[src/rtl/usb_ext_fifo_writer_if.sv]
// Bus between the FIFO writer and an external FX2-style slave FIFO.
// The writer drives data and strobes; the slave FIFO returns the full flag.
interface usb_ext_fifo_writer_if;
  logic [15:0] usb_fd;
  logic        usb_slwr_n;
  logic        usb_pktend_n;
  logic [1:0]  usb_fifoadr;
  logic        usb_full_n;

  modport master (
    output usb_fd,
    output usb_slwr_n,
    output usb_pktend_n,
    output usb_fifoadr,
    input  usb_full_n
  );

  modport slave (
    input  usb_fd,
    input  usb_slwr_n,
    input  usb_pktend_n,
    input  usb_fifoadr,
    output usb_full_n
  );
endinterface

[src/rtl/usb_ext_fifo_writer.sv]
// Buffers merged channel words and streams them into an external USB slave FIFO,
// issuing a packet-end strobe when a flush commits a partial bulk packet.
module usb_ext_fifo_writer #(
  parameter int         PKT_WORDS = 256,
  parameter int         BUF_DEPTH = 16,
  parameter logic [1:0] EP_ADDR   = 2'b10
) (
  input  logic                         clk,
  input  logic                         reset,
  input  logic [15:0]                  din,
  input  logic                         din_en,
  input  logic                         flush_req,
  usb_ext_fifo_writer_if.master        usb,
  output logic                         buf_overflow,
  output logic                         busy
);

  localparam int             AW       = $clog2(BUF_DEPTH);
  localparam int             WCW      = $clog2(PKT_WORDS) + 1;
  localparam logic [AW:0]    FULL_CNT = (AW+1)'(BUF_DEPTH);
  localparam logic [AW:0]    ONE_CNT  = (AW+1)'(1);
  localparam logic [WCW-1:0] WC_LAST  = WCW'(PKT_WORDS - 1);

  typedef enum logic [1:0] {S_IDLE, S_WRITE, S_PKTEND} state_t;

  state_t         state, state_next;
  logic [15:0]    mem [BUF_DEPTH];
  logic [AW-1:0]  wr_ptr, rd_ptr;
  logic [AW:0]    count, count_next;
  logic [WCW-1:0] word_cnt, word_cnt_next;
  logic           flush_pending, flush_pending_next, flush_clear;
  logic           buf_empty, buf_full, push, pop;
  logic           slwr_n_next, pktend_n_next, busy_next;

  assign buf_empty = (count == '0);
  assign buf_full  = (count == FULL_CNT);
  // A full buffer still accepts a word when the head leaves in the same cycle.
  assign push      = din_en && (!buf_full || pop);

  always_ff @(posedge clk) begin
    if (reset) state <= S_IDLE;
    else       state <= state_next;
  end

  // NOTE: every signal written here gets a default first, so no path can infer a latch.
  always_comb begin
    state_next    = state;
    pop           = 1'b0;
    slwr_n_next   = 1'b1;
    pktend_n_next = 1'b1;
    word_cnt_next = word_cnt;
    flush_clear   = 1'b0;
    unique case (state)
      S_IDLE: begin
        if (!buf_empty) begin
          state_next = S_WRITE;
        end else if (flush_pending) begin
          if (word_cnt != '0) state_next  = S_PKTEND;
          else                flush_clear = 1'b1;
        end
      end
      S_WRITE: begin
        if (!buf_empty && usb.usb_full_n) begin
          pop           = 1'b1;
          slwr_n_next   = 1'b0;
          // FX2 auto-commits a full packet, so the count simply wraps.
          word_cnt_next = (word_cnt == WC_LAST) ? '0 : word_cnt + WCW'(1);
          if (count == ONE_CNT && !din_en) state_next = S_IDLE;
        end else if (buf_empty) begin
          state_next = S_IDLE;
        end
      end
      S_PKTEND: begin
        if (usb.usb_full_n) begin
          pktend_n_next = 1'b0;
          word_cnt_next = '0;
          flush_clear   = 1'b1;
          state_next    = S_IDLE;
        end
      end
      default: state_next = S_IDLE;
    endcase
  end

  always_comb begin
    count_next = count;
    if (push && !pop)      count_next = count + ONE_CNT;
    else if (!push && pop) count_next = count - ONE_CNT;
  end

  // A new request wins over a same-cycle clear so it is serviced on the next pass.
  assign flush_pending_next = flush_req || (flush_pending && !flush_clear);
  assign busy_next = (count_next != '0) || flush_pending_next || (state_next != S_IDLE);

  // NOTE: buffer storage is not reset; the pointers and count alone define what is valid.
  always_ff @(posedge clk) begin
    if (push) mem[wr_ptr] <= din;
  end

  // NOTE: sequential state uses non-blocking assignments so every register sees pre-edge values.
  always_ff @(posedge clk) begin
    if (reset) begin
      wr_ptr           <= '0;
      rd_ptr           <= '0;
      count            <= '0;
      word_cnt         <= '0;
      flush_pending    <= 1'b0;
      usb.usb_fd       <= 16'h0000;
      usb.usb_slwr_n   <= 1'b1;
      usb.usb_pktend_n <= 1'b1;
      usb.usb_fifoadr  <= EP_ADDR;
      buf_overflow     <= 1'b0;
      busy             <= 1'b0;
    end else begin
      if (push) wr_ptr <= wr_ptr + AW'(1);
      if (pop) begin
        rd_ptr     <= rd_ptr + AW'(1);
        usb.usb_fd <= mem[rd_ptr];
      end
      count            <= count_next;
      word_cnt         <= word_cnt_next;
      flush_pending    <= flush_pending_next;
      usb.usb_slwr_n   <= slwr_n_next;
      usb.usb_pktend_n <= pktend_n_next;
      usb.usb_fifoadr  <= EP_ADDR;
      if (din_en && !push) buf_overflow <= 1'b1;
      busy             <= busy_next;
    end
  end

endmodule

[src/flat_wrapper.sv]
// flat-port wrapper written by rule: the top's interface ports become plain ports
module usb_ext_fifo_writer_flat 
#(
  parameter int         PKT_WORDS = 256,
  parameter int         BUF_DEPTH = 16,
  parameter logic [1:0] EP_ADDR   = 2'b10
)
  (clk, reset, din, din_en, flush_req, buf_overflow, busy, usb_usb_fd, usb_usb_slwr_n, usb_usb_pktend_n, usb_usb_fifoadr, usb_usb_full_n);
  usb_ext_fifo_writer_if usb_i ();
  input  logic clk;
  input  logic reset;
  input  logic [15:0] din;
  input  logic din_en;
  input  logic flush_req;
  output logic buf_overflow;
  output logic busy;
  output wire logic [$bits(usb_i.usb_fd)-1:0] usb_usb_fd;
  output wire logic [$bits(usb_i.usb_slwr_n)-1:0] usb_usb_slwr_n;
  output wire logic [$bits(usb_i.usb_pktend_n)-1:0] usb_usb_pktend_n;
  output wire logic [$bits(usb_i.usb_fifoadr)-1:0] usb_usb_fifoadr;
  input wire logic [$bits(usb_i.usb_full_n)-1:0] usb_usb_full_n;
  assign usb_usb_fd = usb_i.usb_fd;
  assign usb_usb_slwr_n = usb_i.usb_slwr_n;
  assign usb_usb_pktend_n = usb_i.usb_pktend_n;
  assign usb_usb_fifoadr = usb_i.usb_fifoadr;
  assign usb_i.usb_full_n = usb_usb_full_n;
  usb_ext_fifo_writer #(.PKT_WORDS(PKT_WORDS), .BUF_DEPTH(BUF_DEPTH), .EP_ADDR(EP_ADDR)) u_core (.clk(clk), .reset(reset), .din(din), .din_en(din_en), .flush_req(flush_req), .usb(usb_i), .buf_overflow(buf_overflow), .busy(busy));
endmodule
[config.mk]
export PLATFORM = sky130hd
export DESIGN_NAME = usb_ext_fifo_writer_flat
export DESIGN_NICKNAME = d
export VERILOG_FILES = /design/src/rtl/usb_ext_fifo_writer_if.sv /design/src/rtl/usb_ext_fifo_writer.sv /design/src/flat_wrapper.sv
export SDC_FILE = /design/constraint.sdc
export NUM_CORES = 1
export LEC_CHECK = 0
export CAP_MARGIN = 20
export CORE_UTILIZATION = 50
export CTS_BUF_LIST = sky130_fd_sc_hd__clkbuf_16
export CTS_CLUSTER_DIAMETER = 100
export DETAILED_ROUTE_END_ITERATION = 8
export PLACE_DENSITY = 0.69
export SYNTH_ARGS = -nofsm -noshare
export SYNTH_HDL_FRONTEND = slang
export SYNTH_SLANG_ARGS = --single-unit
[constraint.sdc]
create_clock -name clk -period 6.74 [get_ports clk]
set_clock_uncertainty 0.15 [all_clocks]
set_input_delay 1.011 -clock clk [delete_from_list [all_inputs] [get_ports clk]]
set_output_delay 1.011 -clock clk [all_outputs]
set_load 0.01 [all_outputs]
**Word-level counts from Yosys, hierarchy flattened**

Memory sizes are Yosys's and may differ from the RTL's. A register that Yosys moved wholly into a read port is not among the register bits.
Cells that the tools add are included.

- Register bits: 29
- Memory bits (writable): 256
- Input bits: 21
- Output and inout bits: 22
- Logic and storage cells: 76
- Memories: 1

- Add/subtract/negate cells: 5
- Equality and inequality tests: 7
- Muxes and demuxes: 25
- Bitwise gates (word level): 2
- Reduce and logical (&&, ||, !) cells: 26

Memory list:

| name | words | width | rd ports | clocked after Yosys merged registers in | wr ports | RTL line | text |
|---|---|---|---|---|---|---|---|
| u_core.mem | 16 | 16 | 1 | 1 | 1 | usb_ext_fifo_writer.sv:27 | `logic [15:0] mem [BUF_DEPTH];` |

Operator list:

| kind | count |
|---|---|
| 9-bit 2-to-1 mux | 3 |
| 9-bit case mux with 2 select lines | 1 |
| 2-bit 2-to-1 mux | 7 |
| 1-bit 2-to-1 mux | 10 |
| 5-bit 2-to-1 mux | 2 |
| 9-bit by 1-bit adder with 9-bit output (second input constant) | 1 |
| 9-bit by 8-bit == test with 1-bit output (second input constant) | 1 |
| 9-bit nonzero test | 1 |
| 4-bit by 1-bit adder with 4-bit output (second input constant) | 2 |
| 1-bit logical AND | 7 |
| 1-bit logical NOT | 6 |
| 2-bit case mux with 3 select lines | 1 |
| 5-bit by 1-bit adder with 5-bit output (second input constant) | 1 |
| 5-bit by 1-bit == test with 1-bit output (second input constant) | 1 |
| 5-bit == test (second input constant) | 1 |
| 5-bit logical NOT | 1 |
| 5-bit nonzero test | 1 |
| 5-bit by 1-bit subtractor with 5-bit output (second input constant) | 1 |
| 1-bit logical OR | 4 |
| 2-bit nonzero test | 2 |
| 2-bit OR reduction | 2 |
| 3-bit AND reduction | 1 |
| 2-bit by 1-bit == test with 1-bit output (second input constant) | 1 |
| 2-bit == test (second input constant) | 1 |
| other kinds (5) | 6 |

**Depth between registers and ports, before layout**

- Depth after elaboration: 14
- Gate-level depth with buffers: 8
- Gate-level depth less buffers: 8

**Least setup slack after synthesis**

No wires, ideal clock.

- Kind: input-to-reg
- Start point: input usb_usb_full_n
- End point: memory u_core.mem[3][0], enable pin
- Setup time: 409 ps
- Arrival: 3067 ps
- Data required time: 6181 ps
- Slack: 3114 ps
- Cell stages on the path: 6
- Buffers on the path: 1
- Path through: buf_2 -> nand3b_1 -> and3_1 -> nor2_2 -> nand2_1 -> nor3_1

- Longest elaborated chain between the ends: 7

RTL lines:

| element | RTL line | text |
|---|---|---|
| from (decl) | flat_wrapper.sv:21 | `input wire logic [$bits(usb_i.usb_full_n)-1:0] usb_usb_full_n;` |
| 1-bit logical AND | usb_ext_fifo_writer.sv:63 | `if (!buf_empty && usb.usb_full_n) begin` |
| 1-bit 2-to-1 mux | usb_ext_fifo_writer.sv:63 |  |
| 1-bit 2-to-1 mux | usb_ext_fifo_writer.sv:53 | `unique case (state)` |
| 1-bit logical OR | usb_ext_fifo_writer.sv:38 | `assign push = din_en && (!buf_full \|\| pop);` |
| 1-bit logical AND | usb_ext_fifo_writer.sv:38 |  |
| 1-bit 2-to-1 mux | usb_ext_fifo_writer.sv:97 | `if (push) mem[wr_ptr] <= din;` |
| 1-bit 2-to-1 mux (not written as such) | usb_ext_fifo_writer.sv:97 |  |
| to (decl) | usb_ext_fifo_writer.sv:27 |  |

Every way passes these cells.

**Worst setup path after layout**

- Start point: input usb_usb_full_n
- End point: memory u_core.mem[15][1], enable pin

Same word-level chain as after synthesis.

==> flow_summary.yaml <==
die:
  die-area_um2: 24200
  rows: 55
  boundaryPins: 43
  die_w_um: 156
  start_util_pct: 51.5
  die_h_um: 156
  core_area_um2: 22900
setup_path:
  crit_buf_inv: 1
  path_cells: "clkdlybuf4s50_1 > nand3b_1 > and3_1 > nor2_2 > nand2_1 > nor2_2"
  cp_max_fo: 16
  required_ns: 6.77
  crit_top_cell: "nor2_2"
  slowest_stage: "nor2_2"
  max_stage_delay_ns: 0.77
  path_delay_family: "simple AND/OR/NAND/NOR gates"
  critPathKind: "in -> reg"
  endpoint_kind: "flip-flop"
  worstPathArrival_ns: 3.62
  r2r_slack_ns: 3.46
  critPathLaunchType: "primary input"
routing:
  wl_met3_um: 1540
  vias_per_cell: 5.85
  dr_wl_met2_um: 12000
  met1_length_um: 10300
  drtPass1Iterations: 5
  ant_nets: 0
  drc: 0
  dr_total_vias: 5936
  top_layer: "met5"
  wl_per_cell_um: 24.4
  first_iter_violations: 592
  wl_um: 24800
clock_network:
  cts_buffer_depth: 3
  cts_resized: 0
  hold_buffers: 0
  clock_latency_ns: 0.55
  clockRootBuffer: "clkbuf_16"
  cts_made_buffers: 30
  clkSlewWorstSetupHoldPaths_ns: 0.06
  cts_tree: "yes"
  h-tree-depth: 1
  cts_setup_buffers: 0
  clock-sinks: 301
power:
  total_power_mw: 4.18
  leakagePower_nw: 4.20
  peakVddDrop_uv: 250
  p_per_area_nw_per_um2: 309
layout:
  final_common_cell: "edfxtp_1"
  drive_gt1_share_pct: 23.3
  finalNonFillerCells: 1014
  nets: 708
  fin_util_pct: 59.1
  final_cell_mix: "edfxtp_1, mux4_2, nand2_1"
  area_growth_pct: 14.7
timing:
  finalCritPeriodShare_pct: 53.3
  worst_slew_pin_slew_ns: 0.997
  setup-tns-final_ns: 0
  drv_slew: 0
  relSlewSlack_pct: 33.5
  fmax_mhz: 278
  period_minus_slack_ns: 3.59
  setup_violations: 0
  fin_ws_ns: 3.15
  rsz0062_at_grt: "false"
  hold_viol: 0
logic_synthesis:
  synth-edff-count: 256
  synth-seq-area-share_pct: 72.7
  yosysWarnings: 0
  synthCells: 630
  postSynthAreaPerCell_um2: 18.7
  synth_cell_types: 48
  synth_seq_cells: 301
  async_flop_share_pct: 0
  synth_ff_type: "edfxtp_1"
  syn-cell-area_um2: 11800
  synth.net_count: 662
min_path:
  worstHoldPathType: "reg -> reg"
grt:
  antenna_found_initial: 2
  first_global_vias: 6014
  grt_max_degree: 68
  grt_pass1_wl_um: 36500
  grt_overflow: 0
  grt.total_usage_pct: 21.2
placement:
  dpl.cell_count: 956
  dp_hpwl_um: 15500
  portBuffers: 40
  place.gp.congestion: 0.866
  post-place-ws_ns: 2.66
run:
  cap_violations: 0
status:
  status: "complete, no violations"
[cells by family (layout without fill, tap and decap cells)]
group	count (synthesis)	in the layout	share of synthesized area, %
AND/OR/NAND/NOR	133	133	5.54
other	2	3	0.0636
multiplexers	81	81	15.3
buffers and inverters	41	111	1.79
XOR/XNOR	11	11	0.816
flip-flops	301	301	72.7
adder cells (fa/ha/maj)	11	11	1.17
AO/OA/AOI/OAI	50	50	2.56
[layer usage]
metal  track usage, %  vias to the layer above
li1                 -                     2607
met1             28.2                     3067
met2             34.8                      194
met3             4.19                       66
met4             8.26                        2
met5                0                        -
[report_power, final]
group          switching (mW)  leakage (nW)  internal [mW]
Sequential             0.0400          2.68           2.06
Combinational           0.215          1.02          0.184
Clock                   0.676         0.501           1.00
Total                   0.931          4.20           3.25
[path summary, 6_finish.rpt]
| path | cells after the start | to | startpoint |
|---|---|---|---|
| hold / removal | 2 | u_core.usb.usb_fd[9] | u_core.usb.usb_fd[9] |
| setup reg to reg | 7 | u_core.mem[15][1] | u_core.count[1] |
| setup / recovery | 6 | u_core.mem[15][1] | usb_usb_full_n |
| hold reg to reg | 2 | u_core.usb.usb_fd[9] | u_core.usb.usb_fd[9] |
[layout make-up]
class / count / area, um2
Fill cell: 1704 / 9370
Sequential cell: 301 / 8590
Multi-Input combinational cell: 288 / 3060
Clock buffer: 30 / 751
Timing Repair Buffer: 48 / 459
Tap cell: 313 / 392
Clock inverter: 26 / 264
Inverter: 7 / 26.3
Antenna cell: 1 / 2.50
[sequential cells by signal, indices dropped and copies added, names as in the netlist]
| signal | count |
|---|---|
| u_core.buf_overflow | 1 |
| u_core.busy | 1 |
| u_core.state | 2 |
| u_core.count | 5 |
| u_core.usb.usb_pktend_n | 1 |
| u_core.word_cnt | 9 |
| u_core.rd_ptr | 4 |
| u_core.flush_pending | 1 |
| u_core.wr_ptr | 4 |
| u_core.usb.usb_slwr_n | 1 |
| u_core.mem | 256 |
| u_core.usb.usb_fd | 16 |
[tightest hold or removal path, stage by stage, from the launching register on]
cell,delay (ns)
dfxtp_1,0.31
nand2_1,0.05
a21oi_1,0.05
[through the flow]
| step | area, um2 | hold WS, ns |
|---|---|---|
| floorplan | 11800 | 0.312 |
| global placement | 12500 | 0.299 |
| detailed placement | 12500 | 0.298 |
| CTS | 13500 | 0.306 |
| global route | 13500 | 0.323 |
| finish | 13600 | 0.303 |
[synthesized netlist by cell type, types with 3 or more instances]
| library cell | instances | area, um2 |
|---|---|---|
| edfxtp_1 | 256 | 7690 |
| mux4_2 | 80 | 1800 |
| nand2_1 | 48 | 180 |
| dfxtp_1 | 45 | 901 |
| nor2_1 | 37 | 139 |
| a21oi_1 | 28 | 140 |
| clkbuf_1 | 12 | 45.0 |
| ha_1 | 11 | 138 |
| nor3_1 | 11 | 55.1 |
| buf_2 | 10 | 50.1 |
| inv_1 | 7 | 26.3 |
| xor2_1 | 7 | 61.3 |
| and3_1 | 6 | 37.5 |
| o21ai_0 | 6 | 30.0 |
| buf_1 | 5 | 18.8 |
| buf_6 | 5 | 56.3 |
| nand2b_1 | 4 | 25.0 |
| nand3b_1 | 4 | 30.0 |
| nor2b_1 | 4 | 25.0 |
| xnor2_1 | 4 | 35.0 |
| a32oi_1 | 3 | 26.3 |
| nor4_1 | 3 | 18.8 |
(Power assumes the default switching activity.)
